### src/rtl/rasterizer_arb_pkg.sv
`default_nettype none
// ============================================================================
// Module   : rasterizer_arb_pkg
// Purpose  : Shared types for the rasterizer memory arbiter (requester IDs,
//            grant-lock states).
// Revision : 1.0 - initial release
// ============================================================================
package rasterizer_arb_pkg;

    localparam int NUM_REQ = 2;

    typedef enum logic {
        REQ_VTX = 1'b0,
        REQ_PIX = 1'b1
    } req_id_t;

    typedef enum logic [1:0] {
        ARB_IDLE   = 2'd0,
        ARB_GRANT0 = 2'd1,
        ARB_GRANT1 = 2'd2
    } arb_state_t;

endpackage
`default_nettype wire

### src/rtl/rasterizer_arb_id_fifo.sv
`default_nettype none
// ============================================================================
// Module   : rasterizer_arb_id_fifo
// Purpose  : In-order FIFO of requester IDs for reads in flight; push and pop
//            may coincide when full, pop on empty is ignored.
// Revision : 1.0 - initial release
// ============================================================================
module rasterizer_arb_id_fifo
    import rasterizer_arb_pkg::*;
#(
    parameter int DEPTH = 8
) (
    input  logic                   clk,
    input  logic                   rst,
    input  logic                   push,
    input  req_id_t                push_id,
    input  logic                   pop,
    output req_id_t                head_id,
    output logic                   full,
    output logic                   empty,
    output logic [$clog2(DEPTH):0] count
);

    localparam int PTR_W = $clog2(DEPTH);

    req_id_t          r_mem [DEPTH];
    logic [PTR_W-1:0] r_wr_ptr;
    logic [PTR_W-1:0] r_rd_ptr;
    logic [PTR_W:0]   r_count;
    logic             w_do_push;
    logic             w_do_pop;

    assign empty   = (r_count == '0);
    assign full    = (r_count == (PTR_W+1)'(DEPTH));
    assign count   = r_count;
    assign head_id = r_mem[r_rd_ptr];

    // A pop in the same cycle frees the slot the push needs.
    assign w_do_pop  = pop & ~empty;
    assign w_do_push = push & (~full | w_do_pop);

    always_ff @(posedge clk) begin
        if (w_do_push) begin
            r_mem[r_wr_ptr] <= push_id;
        end
    end

    always_ff @(posedge clk) begin
        if (rst) begin
            r_wr_ptr <= '0;
            r_rd_ptr <= '0;
            r_count  <= '0;
        end else begin
            if (w_do_push) begin
                r_wr_ptr <= r_wr_ptr + PTR_W'(1);
            end
            if (w_do_pop) begin
                r_rd_ptr <= r_rd_ptr + PTR_W'(1);
            end
            case ({w_do_push, w_do_pop})
                2'b10:   r_count <= r_count + (PTR_W+1)'(1);
                2'b01:   r_count <= r_count - (PTR_W+1)'(1);
                default: r_count <= r_count;
            endcase
        end
    end

endmodule
`default_nettype wire

### src/rtl/rasterizer_mem_arbiter.sv
`default_nettype none
// ============================================================================
// Module   : rasterizer_mem_arbiter
// Purpose  : Shares one Avalon-MM master between vertex fetch (s0) and pixel
//            writer (s1); routes read beats back in order via an ID FIFO.
//            Define RASTERIZER_ARB_FIXED_PRIORITY_EN for fixed s0 priority.
// Revision : 1.0 - initial release
// ============================================================================
module rasterizer_mem_arbiter
    import rasterizer_arb_pkg::*;
#(
    parameter int ADDR_W          = 26,
    parameter int DATA_W          = 32,
    parameter int MAX_OUTSTANDING = 8
) (
    input  logic                             clock,
    input  logic                             reset,

    input  logic [ADDR_W-1:0]                s0_address,
    input  logic                             s0_read,
    input  logic                             s0_write,
    input  logic [3:0]                       s0_byteenable,
    input  logic [DATA_W-1:0]                s0_writedata,
    output logic                             s0_waitrequest,
    output logic [DATA_W-1:0]                s0_readdata,
    output logic                             s0_readdatavalid,

    input  logic [ADDR_W-1:0]                s1_address,
    input  logic                             s1_read,
    input  logic                             s1_write,
    input  logic [3:0]                       s1_byteenable,
    input  logic [DATA_W-1:0]                s1_writedata,
    output logic                             s1_waitrequest,
    output logic [DATA_W-1:0]                s1_readdata,
    output logic                             s1_readdatavalid,

    output logic [ADDR_W-1:0]                master_address,
    output logic                             master_read,
    output logic                             master_write,
    output logic [3:0]                       master_byteenable,
    output logic [DATA_W-1:0]                master_writedata,
    input  logic                             master_waitrequest,
    input  logic [DATA_W-1:0]                master_readdata,
    input  logic                             master_readdatavalid,

    output logic [$clog2(MAX_OUTSTANDING):0] outstanding
);

    arb_state_t           r_lock;
    logic [NUM_REQ-1:0]   w_req;
    logic                 w_gnt_valid;
    req_id_t              w_gnt_id;
    logic                 w_sel_read;
    logic                 w_sel_write;
    logic                 w_is_read;
    logic                 w_stall;
    logic                 w_accept;
    logic                 w_fifo_block;
    logic                 w_rdv_ok;
    logic                 w_fifo_full;
    logic                 w_fifo_empty;
    req_id_t              w_head_id;

`ifndef RASTERIZER_ARB_FIXED_PRIORITY_EN
    req_id_t              r_rr_last;
`endif

    assign w_req[0] = s0_read | s0_write;
    assign w_req[1] = s1_read | s1_write;

    // A held lock wins outright; otherwise arbitrate among current requests.
    always_comb begin
        w_gnt_valid = 1'b0;
        w_gnt_id    = REQ_VTX;
        if (!reset) begin
            if (r_lock == ARB_GRANT0 && w_req[0]) begin
                w_gnt_valid = 1'b1;
                w_gnt_id    = REQ_VTX;
            end else if (r_lock == ARB_GRANT1 && w_req[1]) begin
                w_gnt_valid = 1'b1;
                w_gnt_id    = REQ_PIX;
            end else if (w_req[0] && w_req[1]) begin
                w_gnt_valid = 1'b1;
`ifdef RASTERIZER_ARB_FIXED_PRIORITY_EN
                w_gnt_id    = REQ_VTX;
`else
                w_gnt_id    = (r_rr_last == REQ_VTX) ? REQ_PIX : REQ_VTX;
`endif
            end else if (w_req[0]) begin
                w_gnt_valid = 1'b1;
                w_gnt_id    = REQ_VTX;
            end else if (w_req[1]) begin
                w_gnt_valid = 1'b1;
                w_gnt_id    = REQ_PIX;
            end
        end
    end

    always_comb begin
        w_sel_read        = s0_read;
        w_sel_write       = s0_write;
        master_address    = s0_address;
        master_byteenable = s0_byteenable;
        master_writedata  = s0_writedata;
        if (w_gnt_id == REQ_PIX) begin
            w_sel_read        = s1_read;
            w_sel_write       = s1_write;
            master_address    = s1_address;
            master_byteenable = s1_byteenable;
            master_writedata  = s1_writedata;
        end
    end

    // Read wins when both strobes are set on one port.
    assign w_is_read    = w_gnt_valid & w_sel_read;
    assign master_read  = w_is_read;
    assign master_write = w_gnt_valid & w_sel_write & ~w_sel_read;

    // A full FIFO only blocks a read when no beat retires in the same cycle.
    assign w_rdv_ok     = master_readdatavalid & ~reset & ~w_fifo_empty;
    assign w_fifo_block = w_fifo_full & ~w_rdv_ok;
    assign w_stall      = master_waitrequest | (w_is_read & w_fifo_block);
    assign w_accept     = w_gnt_valid & ~w_stall;

    assign s0_waitrequest = ~(w_gnt_valid && w_gnt_id == REQ_VTX) | w_stall;
    assign s1_waitrequest = ~(w_gnt_valid && w_gnt_id == REQ_PIX) | w_stall;

    assign s0_readdata      = master_readdata;
    assign s1_readdata      = master_readdata;
    assign s0_readdatavalid = w_rdv_ok & (w_head_id == REQ_VTX);
    assign s1_readdatavalid = w_rdv_ok & (w_head_id == REQ_PIX);

    always_ff @(posedge clock) begin
        if (reset) begin
            r_lock <= ARB_IDLE;
        end else if (w_gnt_valid && !w_accept) begin
            r_lock <= (w_gnt_id == REQ_PIX) ? ARB_GRANT1 : ARB_GRANT0;
        end else begin
            r_lock <= ARB_IDLE;
        end
    end

`ifndef RASTERIZER_ARB_FIXED_PRIORITY_EN
    always_ff @(posedge clock) begin
        if (reset) begin
            r_rr_last <= REQ_PIX;
        end else if (w_accept) begin
            r_rr_last <= w_gnt_id;
        end
    end
`endif

    rasterizer_arb_id_fifo #(
        .DEPTH   (MAX_OUTSTANDING)
    ) u_id_fifo (
        .clk     (clock),
        .rst     (reset),
        .push    (w_accept & w_is_read),
        .push_id (w_gnt_id),
        .pop     (master_readdatavalid & ~reset),
        .head_id (w_head_id),
        .full    (w_fifo_full),
        .empty   (w_fifo_empty),
        .count   (outstanding)
    );

endmodule
`default_nettype wire

### config.mk
export PLATFORM = sky130hd
export DESIGN_NAME = rasterizer_mem_arbiter
export DESIGN_NICKNAME = d
export VERILOG_FILES = /design/src/rtl/rasterizer_arb_pkg.sv /design/src/rtl/rasterizer_arb_id_fifo.sv /design/src/rtl/rasterizer_mem_arbiter.sv
export SDC_FILE = /design/constraint.sdc
export NUM_CORES = 1
export LEC_CHECK = 0
export ABC_AREA = 1
export CAP_MARGIN = 20
export CORE_AREA = 2 2 118 120
export CTS_CLUSTER_SIZE = 12
export DETAILED_ROUTE_END_ITERATION = 8
export DIE_AREA = 0 0 120 122
export SETUP_SLACK_MARGIN = 0.02
export SYNTH_ARGS = -nofsm -noshare
export SYNTH_HDL_FRONTEND = slang
export SYNTH_SLANG_ARGS = --single-unit
### constraint.sdc
create_clock -name clock -period 4.1 [get_ports clock]
set_input_delay 0.82 -clock clock [delete_from_list [all_inputs] [get_ports clock]]
set_output_delay 0.82 -clock clock [all_outputs]
set_load 0.1 [all_outputs]
======== Yosys cells after proc, flatten, opt, wreduce, memory -nomap -nowiden ========
Memory sizes are Yosys's and may differ from the RTL's. A register that Yosys moved wholly into a read port is not among the register bits.
Cells that the tools add are included.
storage, ports and cells
  memory bits (read-only) ................. 0
  bits in latches ......................... 0
  RAM bits ................................ 8
  memories kept ........................... 1
  register bits after elaboration ......... 13
  output and inout port bits .............. 136
  input bits .............................. 164
  word-level logic and storage cells ...... 77
operators by class
  $mul .................................... 0
  order comparisons ....................... 0
  add/subtract/negate cells ............... 4
  divide/modulo/power cells ............... 0
  equality and inequality tests ........... 5
  bitwise operators ....................... 29
  shift operators ......................... 0
  multiplexer cells ....................... 23
  reduce and logical (&&, ||, !) cells .... 10
memories
  memory           words  width  read ports  clocked after memory_dff  wr ports  line                          text
  u_id_fifo.r_mem  8      1      1           1                         1         rasterizer_arb_id_fifo.sv:26  req_id_t r_mem [DEPTH];
operators with widths
  kind                                                                count
  32-bit 2-to-1 mux                                                   1
  26-bit 2-to-1 mux                                                   1
  1-bit 2-to-1 mux                                                    16
  1-bit AND                                                           12
  1-bit NOT                                                           11
  4-bit case mux with 2 select lines                                  1
  3-bit by 1-bit adder with 3-bit output, second input constant       2
  1-bit logical AND                                                   6
  3-bit 2-to-1 mux                                                    2
  1-bit OR                                                            6
  4-bit by 1-bit adder with 4-bit output, second input constant       1
  2-bit by 1-bit == test with 1-bit output, second input constant     2
  2-bit == test, second input constant                                2
  4-bit == test, second input constant                                1
  4-bit logical NOT                                                   1
  4-bit 2-to-1 mux                                                    1
  4-bit by 1-bit subtractor with 4-bit output, second input constant  1
  2-bit 2-to-1 mux                                                    1
  2-bit nonzero test                                                  1
  2-bit OR reduction                                                  1
  1-bit logical NOT                                                   1

======== Longest topological paths before layout ========
Gate-level depths: netlist of run 1.
  depth in word-level cells ............... 17
  mapped depth ............................ 18
  gate-level depth less buffers ........... 18

======== Cells and area by module ========
From an unflattened synthesis of run 1, not the netlist that was laid out.
second synthesis, totals
  cells, all modules ...................... 437
  area, all modules ....................... 2,598.7 um^2
modules (own cells, without submodules)
  module                  instances  sequential area each (um^2)  area each (um^2)  cells an instance
  rasterizer_mem_arbiter  1          60.1                         1,582.8           317
  rasterizer_arb_id_fifo  1          500.5                        1,016.0           120

======== Worst setup path before layout of run 1 ========
OpenSTA, ideal clock, no wires.
  kind .................................... input to output
  from .................................... input port s0_read
  to ...................................... output port master_write
  setup slack ............................. 0.332 ns
  buffers on the path ..................... 2
  data required time ...................... 3.280 ns
  arrival time ............................ 2.948 ns
  stages on the path ...................... 9
  cells stage by stage .................... nor2_2 -> nor2_1 -> nand2_1 -> nand2_1 -> buf_4 -> inv_4 -> buf_6 -> nand2_1 -> a21boi_1
between the ends
  word-level cells in the longest chain between the ends .. 9
  elaborated cells on any way between the ends .. 18
  classes of those cells .................. 12 x mux; 4 x bitwise; 2 x reduce/logical
RTL lines
  what                                                   line                                                        text
  start, declared                                        rasterizer_mem_arbiter.sv:20                                input logic s0_read,
  1-bit OR                                               rasterizer_mem_arbiter.sv:68                                assign w_req[0] = s0_read | s0_write;
  1-bit 2-to-1 mux or 1-bit logical AND (tied branches)  rasterizer_mem_arbiter.sv:89, rasterizer_mem_arbiter.sv:82
  1-bit 2-to-1 mux                                       rasterizer_mem_arbiter.sv:82                                end else if (w_req[0] && w_req[1]) begin
  1-bit 2-to-1 mux                                       rasterizer_mem_arbiter.sv:79                                end else if (r_lock == ARB_GRANT1 && w_req[1]) begin
  1-bit 2-to-1 mux                                       rasterizer_mem_arbiter.sv:76                                if (r_lock == ARB_GRANT0 && w_req[0]) begin
  1-bit 2-to-1 mux                                       rasterizer_mem_arbiter.sv:75                                if (!reset) begin
  1-bit 2-to-1 mux                                       rasterizer_mem_arbiter.sv:105                               if (w_gnt_id == REQ_PIX) begin
  1-bit AND or 1-bit NOT (tied branches)                 rasterizer_mem_arbiter.sv:117                               assign master_write = w_gnt_valid & w_sel_write & ~w_sel_read;
  1-bit AND (*)                                          rasterizer_mem_arbiter.sv:117
  end, declared                                          rasterizer_mem_arbiter.sv:39                                output logic master_write,
Mark *: on every way between the ends. The rest lies on a longest branch, timed or not.

======== Final worst setup path of run 1 ========
  from .................................... input port s1_write
  to ...................................... output port master_address[16]
between the ends
  word-level cells in the longest chain between the ends .. 8
  elaborated cells on any way between the ends .. 10
  classes of those cells .................. 7 x mux; 1 x bitwise; 2 x reduce/logical
RTL lines
  what                   line                           text
  start, declared        rasterizer_mem_arbiter.sv:30   input logic s1_write,
  1-bit OR (*)           rasterizer_mem_arbiter.sv:69   assign w_req[1] = s1_read | s1_write;
  1-bit 2-to-1 mux       rasterizer_mem_arbiter.sv:92   end else if (w_req[1]) begin
  1-bit 2-to-1 mux       rasterizer_mem_arbiter.sv:89   end else if (w_req[0]) begin
  1-bit 2-to-1 mux       rasterizer_mem_arbiter.sv:82
  1-bit 2-to-1 mux (*)   rasterizer_mem_arbiter.sv:79
  1-bit 2-to-1 mux (*)   rasterizer_mem_arbiter.sv:76
  1-bit 2-to-1 mux (*)   rasterizer_mem_arbiter.sv:75
  26-bit 2-to-1 mux (*)  rasterizer_mem_arbiter.sv:105
  end, declared          rasterizer_mem_arbiter.sv:37   output logic [ADDR_W-1:0] master_address,
Marked as above.

==> results.toml, run 1 <==
[outcome]
outcome = "complete, no violations"

[floorplan]
dieHeight_um = 122
coreArea_um2 = 13500
pin_count = 300
fp.dieW_um = 120
num_rows = 43
start_util = 0.186
die_area_um2 = 14600

[yosys]
syn_area_um2 = 2510
synth_area_leaders = "nand2_1, buf_4, dfxtp_1"
netlist_instances = 423
synth-seq-area-share = 0.224
ys.warnings.count = 0
synth_top_area_frac = 0.325
ys_ff_latch = 24
syn_area_per_cell_um2 = 5.93
synth_cell_types = 26
syn_nets = 592
synth_area_leader_cell = "nand2_1"

[final_layout]
final_cell_area_um2 = 4950
drive_above_1_share = 0.153
area_growth_pct = 97.3
nFillCells = 1361
nets = 726
utilization = 0.366

[routing]
dr.pass1.iters = 4
first_iter_violations = 81
drc_errors = 0
vias = 2877
routed_wl_mm = 9.64
viasPerCell = 3.90
post_drt_wl_per_cell_um = 13.1
final_antenna_net_count = 0

[power]
p_sw_w = 0.000814
power_frac_seq = 0.165
combPwrFrac = 0.696
p_per_area_nw_per_um2 = 331
ir_worst_vdd_uv = 163
clockPowerShare = 0.139
sw_frac_of_total = 0.497
p_int_w = 0.000824
p_leak_nw = 2.32

[setup_path]
r2r_end = "u_id_fifo.count[2]$_SDFFE_PP0P_"
crit_type = "primary input to primary output"
ff2ff_path_depth = 17
critical_path_peak_fanout = 41
worst_setup_path_start_kind = "primary input"
end_kind = "primary output"
crit_start = "s1_write"
r2r-start = "r_rr_last$_SDFFE_PP1N_"
crit_required_ns = 3.28
timing.reg2reg.setup_slack_ns = 1.68
cp.arrival_ns = 2.68

[sta]
tightest_slew_ns = 0.965
fin_crit_ns = 3.50
finalWorstSetupSlack_ns = 0.601
report.final.slew_viol_count = 0
timing.final.hold_violations = 0
fin_worst_skew_ns = 0.00193
timing.final.crit_share = 0.853
max_freq_mhz = 286
rsz0062_at_grt = "no"
setup_viol = 0
setup_tns_ns = 0
timing.hold.ws_ns = 0.457
relSlewSlack = 0.354

[cts]
htree_levels = 1
cts_resized = 0
ctsHoldBuffers = 0
cts_buffers = 3
cts_setup_buffers = 0
clk_pin_slew_ns = 0.06
clk_path_buf_depth = 2
worst_skew_pair.late_latency_ns = 0.25
cts_root_buf = "clkbuf_16"
cts_tree = "done"
cts_sinks = 24

[global_route]
grt_start_max_net_pins = 63
antenna_found_initial = 1
grt_usage = 0.121
grt_pass1_vias = 2888
grt_pass1_wl_mm = 14.3
gr-total-overflow = 0

[placed_design]
dp_hpwl_mm = 8.21
post-place-ws_ns = 0.566
io_buffers = 203
finalWeightedCongestion = 0.843
post_dp_cell_area_um2 = 4860

[flow_run]
maxCapViolations = 0

[worst_hold_path]
min_path_type = "flip-flop to flip-flop"
min_path_cells = 1
min_from = "u_id_fifo.r_rd_ptr[2]$_SDFFE_PP0P_"
## Yosys cell counts
library cell  count
nor2_2            1
nand3_1           8
nor3_2            1
inv_1            24
inv_4             1
o21ai_0           9
o22ai_1           1
dfxtp_1          16
o32ai_1           1
ha_1              5
buf_2             6
buf_6             7
xor2_1            2
mux2i_1           1
nand2_2           3
a21oi_1          10
nor2_4            1
nor2_1           29
xnor2_1           1
inv_2             1
a21boi_1          1
nand2_1         217
buf_4            65
o21ai_1           1
edfxtp_1          8
nand4_1           3
## layer usage
| layer | global-route usage | up-vias | wire, µm | share of wire |
|---|---|---|---|---|
| met1 | 0.124 | 1215 | 3450 | 0.36 |
| met3 | 0.0496 | 39 | 1070 | 0.11 |
| met2 | 0.216 | 131 | 4790 | 0.50 |
| li1 | - | 1492 | - | - |
| met4 | 0.0515 | 0 | 334 | 0.035 |
| met5 | 0 | - | 0 | 0 |
## power groups by stage
stage	Combinational (W)	Clock [W]	Sequential (W)
floorplan	0.000934	0	0.000310
finish	0.00114	0.000227	0.000271
global placement	0.00114	0	0.000275
detailed placement	0.00115	0	0.000276
CTS	0.00115	0.000234	0.000271
global route	0.00119	0.000243	0.000273
## layout by cell type (no fill, tap or decap), drive strengths merged
cell type      instances
o32ai                  1
nand2                220
xnor2                  1
nand3                  8
nor2                  31
diode                  1
inv                   26
o22ai                  1
a21oi                 10
nor3                   1
nand4                  3
ha                     5
clkdlybuf4s50        135
dfxtp                 16
o21ai                 10
edfxtp                 8
a21boi                 1
mux2i                  1
buf                   72
xor2                   2
clkbuf                 4
## through the flow
stage / power, W / std cells
6_report: 0.00164 / 737
3_3_place_gp: 0.00141 / 732
3_5_place_dp: 0.00142 / 732
2_1_floorplan: 0.00124 / 423
5_1_grt: 0.00170 / 736
4_1_cts: 0.00165 / 736
## worst max-delay path by stage
stage	end	slack, ns	cells past startpoint
6_report	master_address[16]	0.60	9
2_1_floorplan	master_write	0.33	9
5_1_grt	master_byteenable[1]	0.41	9
3_3_place_gp	master_writedata[19]	0.61	10
3_5_place_dp	master_address[15]	0.57	9
4_1_cts	master_writedata[8]	0.56	9
## worst max-delay path: stages
cell             delay, ns
clkdlybuf4s50_1       0.48
nor2_1                0.06
nor2_1                0.15
nand2_2               0.12
inv_4                 0.33
buf_4                 0.31
nand2_1               0.08
nand2_1               0.11
buf_12                0.18
## kinds of logic (layout without fill, tap and decap cells)
family	Yosys count	in the layout	share of synthesized area
AND/OR/NAND/NOR	263	263	0.410
XOR/XNOR	3	3	0.0105
flip-flops	24	24	0.224
other	0	1	0
adder cells (fa/ha/maj)	5	5	0.0250
multiplexers	1	1	0.00399
AO/OA/AOI/OAI	23	23	0.0489
buffers and inverters	104	237	0.278
## layout make-up
| cell class | count | area, µm² | share of cell area |
|---|---|---|---|
| antenna | 1 | 2.50 | 0.000506 |
| tap | 180 | 225 | 0.0455 |
| inverter | 26 | 100 | 0.0202 |
| clock buffer | 4 | 88.8 | 0.0180 |
| sequential | 24 | 561 | 0.113 |
| multi-input combinational | 295 | 1250 | 0.253 |
| timing repair buffer | 207 | 2720 | 0.549 |
(Power assumes the default switching activity.)
==> run 2, diff against run 1 <==
--- a/config.mk
+++ b/config.mk
@@ -12,6 +12,7 @@
 export DETAILED_ROUTE_END_ITERATION = 8
 export DIE_AREA = 0 0 120 122
 export SETUP_SLACK_MARGIN = 0.02
+export SLEW_MARGIN = 20
 export SYNTH_ARGS = -nofsm -noshare
 export SYNTH_HDL_FRONTEND = slang
 export SYNTH_SLANG_ARGS = --single-unit
==> results of run 2 <==
The final DEF is identical to that of run 1; final timing and power are the same.
==> run 3, diff against run 2 <==
--- a/config.mk
+++ b/config.mk
@@ -8,7 +8,6 @@
 export ABC_AREA = 1
 export CAP_MARGIN = 20
 export CORE_AREA = 2 2 118 120
-export CTS_CLUSTER_SIZE = 12
 export DETAILED_ROUTE_END_ITERATION = 8
 export DIE_AREA = 0 0 120 122
 export SETUP_SLACK_MARGIN = 0.02
==> constraint.sdc (replaced) <==
create_clock -name clock -period 4.1 [get_ports clock]
set_input_delay 0.615 -clock clock [delete_from_list [all_inputs] [get_ports clock]]
set_output_delay 0.615 -clock clock [all_outputs]
set_load 0.1 [all_outputs]
==> run 3 against run 2 <==
Against the previous run:
- final area is 0.43% lower
- sequential share of layout area about the same
- count of clock-buffer cells in the layout shrank 1
- cell count down 0.54%
- clock skew about the same
- non-clock buffer count down 3
- sequential cell count is the same
- register-to-register slack is essentially flat
- sequential power hardly changed
- wire length down 0.65%
- combinational power about the same
- worst hold slack gained 0.014 ns
- largest cell class unchanged
- highest routed layer unchanged
==> results.toml, run 3 (synthesis gave the netlist of run 1 again) <==
[placed_design]
io_buffers = 203
post_dp_cell_area_um2 = 4820
post-place-ws_ns = 0.827
finalWeightedCongestion = 0.749
dp_hpwl_mm = 8.04

[power]
ir_worst_vdd_uv = 156
sw_frac_of_total = 0.485
p_sw_w = 0.000816
p_int_w = 0.000865
p_leak_nw = 2.31
clockPowerShare = 0.162
combPwrFrac = 0.676
p_per_area_nw_per_um2 = 341
power_w = 0.00168
power_frac_seq = 0.161

[setup_path]
ff2ff_path_depth = 18
critical_path_peak_fanout = 73
worst_setup_path_start_kind = "primary input"
cp.arrival_ns = 2.65
r2r-start = "r_lock[1]$_SDFF_PP0_"
r2r_end = "u_id_fifo.count[2]$_SDFFE_PP0P_"
end_kind = "primary output"
timing.reg2reg.setup_slack_ns = 1.68
cp_top_family = "buffers and inverters"
crit_type = "primary input to primary output"
crit_buf_inv = 3
crit_required_ns = 3.48
cp_slowest_cell = "clkdlybuf4s50_1"
slowest_delay_ns = 0.56
cp_cell_sequence = "clkdlybuf4s50_1, nor2_1, nand2_2, inv_4, nand2_1, a21boi_1, buf_12"

[final_layout]
n_antenna_cell = 0
drive_above_1_share = 0.148
layout_commonest_cell = "nand2_1"
nFillCells = 1391
final_cell_mix = "nand2_1, clkdlybuf4s50_1, buf_12"
nets = 723
area_growth_pct = 96.5
final_cell_area_um2 = 4930

[sta]
timing.final.hold_violations = 0
finalWorstSetupSlack_ns = 0.839
relSlewSlack = 0.356
setup_viol = 0
rsz0062_at_grt = "no"
max_freq_mhz = 307
setup_tns_ns = 0
fin_worst_skew_ns = 0.00190
fin_crit_ns = 3.26
tightest_slew_ns = 0.963
timing.final.crit_share = 0.795
report.final.slew_viol_count = 0
timing.hold.ws_ns = 0.471

[cts]
cts_sinks = 24
cts_resized = 0
htree_levels = 1
worst_skew_pair.late_latency_ns = 0.25
clk_path_buf_depth = 2
cts_tree = "done"
clk_pin_slew_ns = 0.06
cts_buffers = 3
cts_setup_buffers = 0
cts_root_buf = "clkbuf_16"
ctsHoldBuffers = 0

[global_route]
grt_start_max_net_pins = 74
antenna_found_initial = 1
grt_usage = 0.120
grt_pass1_wl_mm = 14.2
grt_pass1_vias = 2792
gr-total-overflow = 0

[floorplan]
coreArea_um2 = 13500
dieHeight_um = 122
start_util = 0.186
num_rows = 43
die_area_um2 = 14600
fp.dieW_um = 120
pin_count = 300

[routing]
dr.pass1.iters = 4
drc_errors = 0
routed_wl_mm = 9.57
viasPerCell = 3.92
post_drt_wl_per_cell_um = 13.1
vias = 2873
first_iter_violations = 90
final_antenna_net_count = 0

[flow_run]
maxCapViolations = 0

[worst_hold_path]
hold-path-endpoint = "u_id_fifo.r_rd_ptr[2]$_SDFFE_PP0P_"
min_path_cells = 1
min_path_type = "flip-flop to flip-flop"
min_from = "u_id_fifo.r_rd_ptr[2]$_SDFFE_PP0P_"

[outcome]
outcome = "complete, no violations"
## run 3: changes by cell type in the layout (fill, tap and decap cells not counted)
cell and change:
buf_4 -2, buf_12 -1, bufinv_16 +1, clkbuf_8 -1, diode_2 -1
## run 3: worst max path at each step
stage | start | depth (start not counted) | slack [ns] | endpoint
detailed placement | reset | 7 | 0.83 | master_write
finish | reset | 7 | 0.84 | master_write
floorplan | u_id_fifo.count[2]$_SDFFE_PP0P_ | 4 | 0.61 | s1_readdatavalid
global route | reset | 7 | 0.62 | master_write
CTS | reset | 7 | 0.81 | master_write
global placement | reset | 7 | 0.82 | master_write
## run 3: final cells by class
cell class              instances  area, µm²  share of cell area
well taps                     180        225              0.0457
repair buffers                204       2680               0.545
inverters                      26        100              0.0203
multi-input cells             295       1250               0.254
clock inverters                 1       30.0             0.00610
flip-flops and latches         24        561               0.114
clock buffers                   3       75.1              0.0152
## run 3: per-layer routing
layer	vias up	routed length, µm	global-route usage
met5	-	0	0
met4	0	304	0.0441
met3	37	1130	0.0529
met2	124	4880	0.213
met1	1227	3260	0.125
li1	1485	-	-
## run 3: metrics by stage
stage,instances,utilization
2_1_floorplan,423,-
3_3_place_gp,729,0.357
3_5_place_dp,729,0.357
4_1_cts,733,0.365
5_1_grt,733,0.365
6_report,733,0.365
## run 3: worst reg2reg max path, stage by stage (launching register included)
cell and delay [ns]:
dfxtp_1 0.31, inv_1 0.04, nor2_1 0.10, nor2_1 0.05, nand2_1 0.08, nand2_2 0.10, nand2_2 0.09, nand2_2 0.09
nor2_4 0.14, nand2_2 0.11, ha_1 0.24, nand2_1 0.10, inv_1 0.04, nor2_1 0.17, ha_1 0.18, a21oi_1 0.05
xor2_1 0.17, o21ai_0 0.18, inv_1 0.06
## run 3: power groups by stage
stage | clock [W] | sequential [W] | combinational [W]
floorplan | 0 | 0.000310 | 0.000934
global placement | 0 | 0.000275 | 0.00113
finish | 0.000273 | 0.000271 | 0.00114
global route | 0.000290 | 0.000272 | 0.00119
CTS | 0.000282 | 0.000271 | 0.00115
detailed placement | 0 | 0.000276 | 0.00114
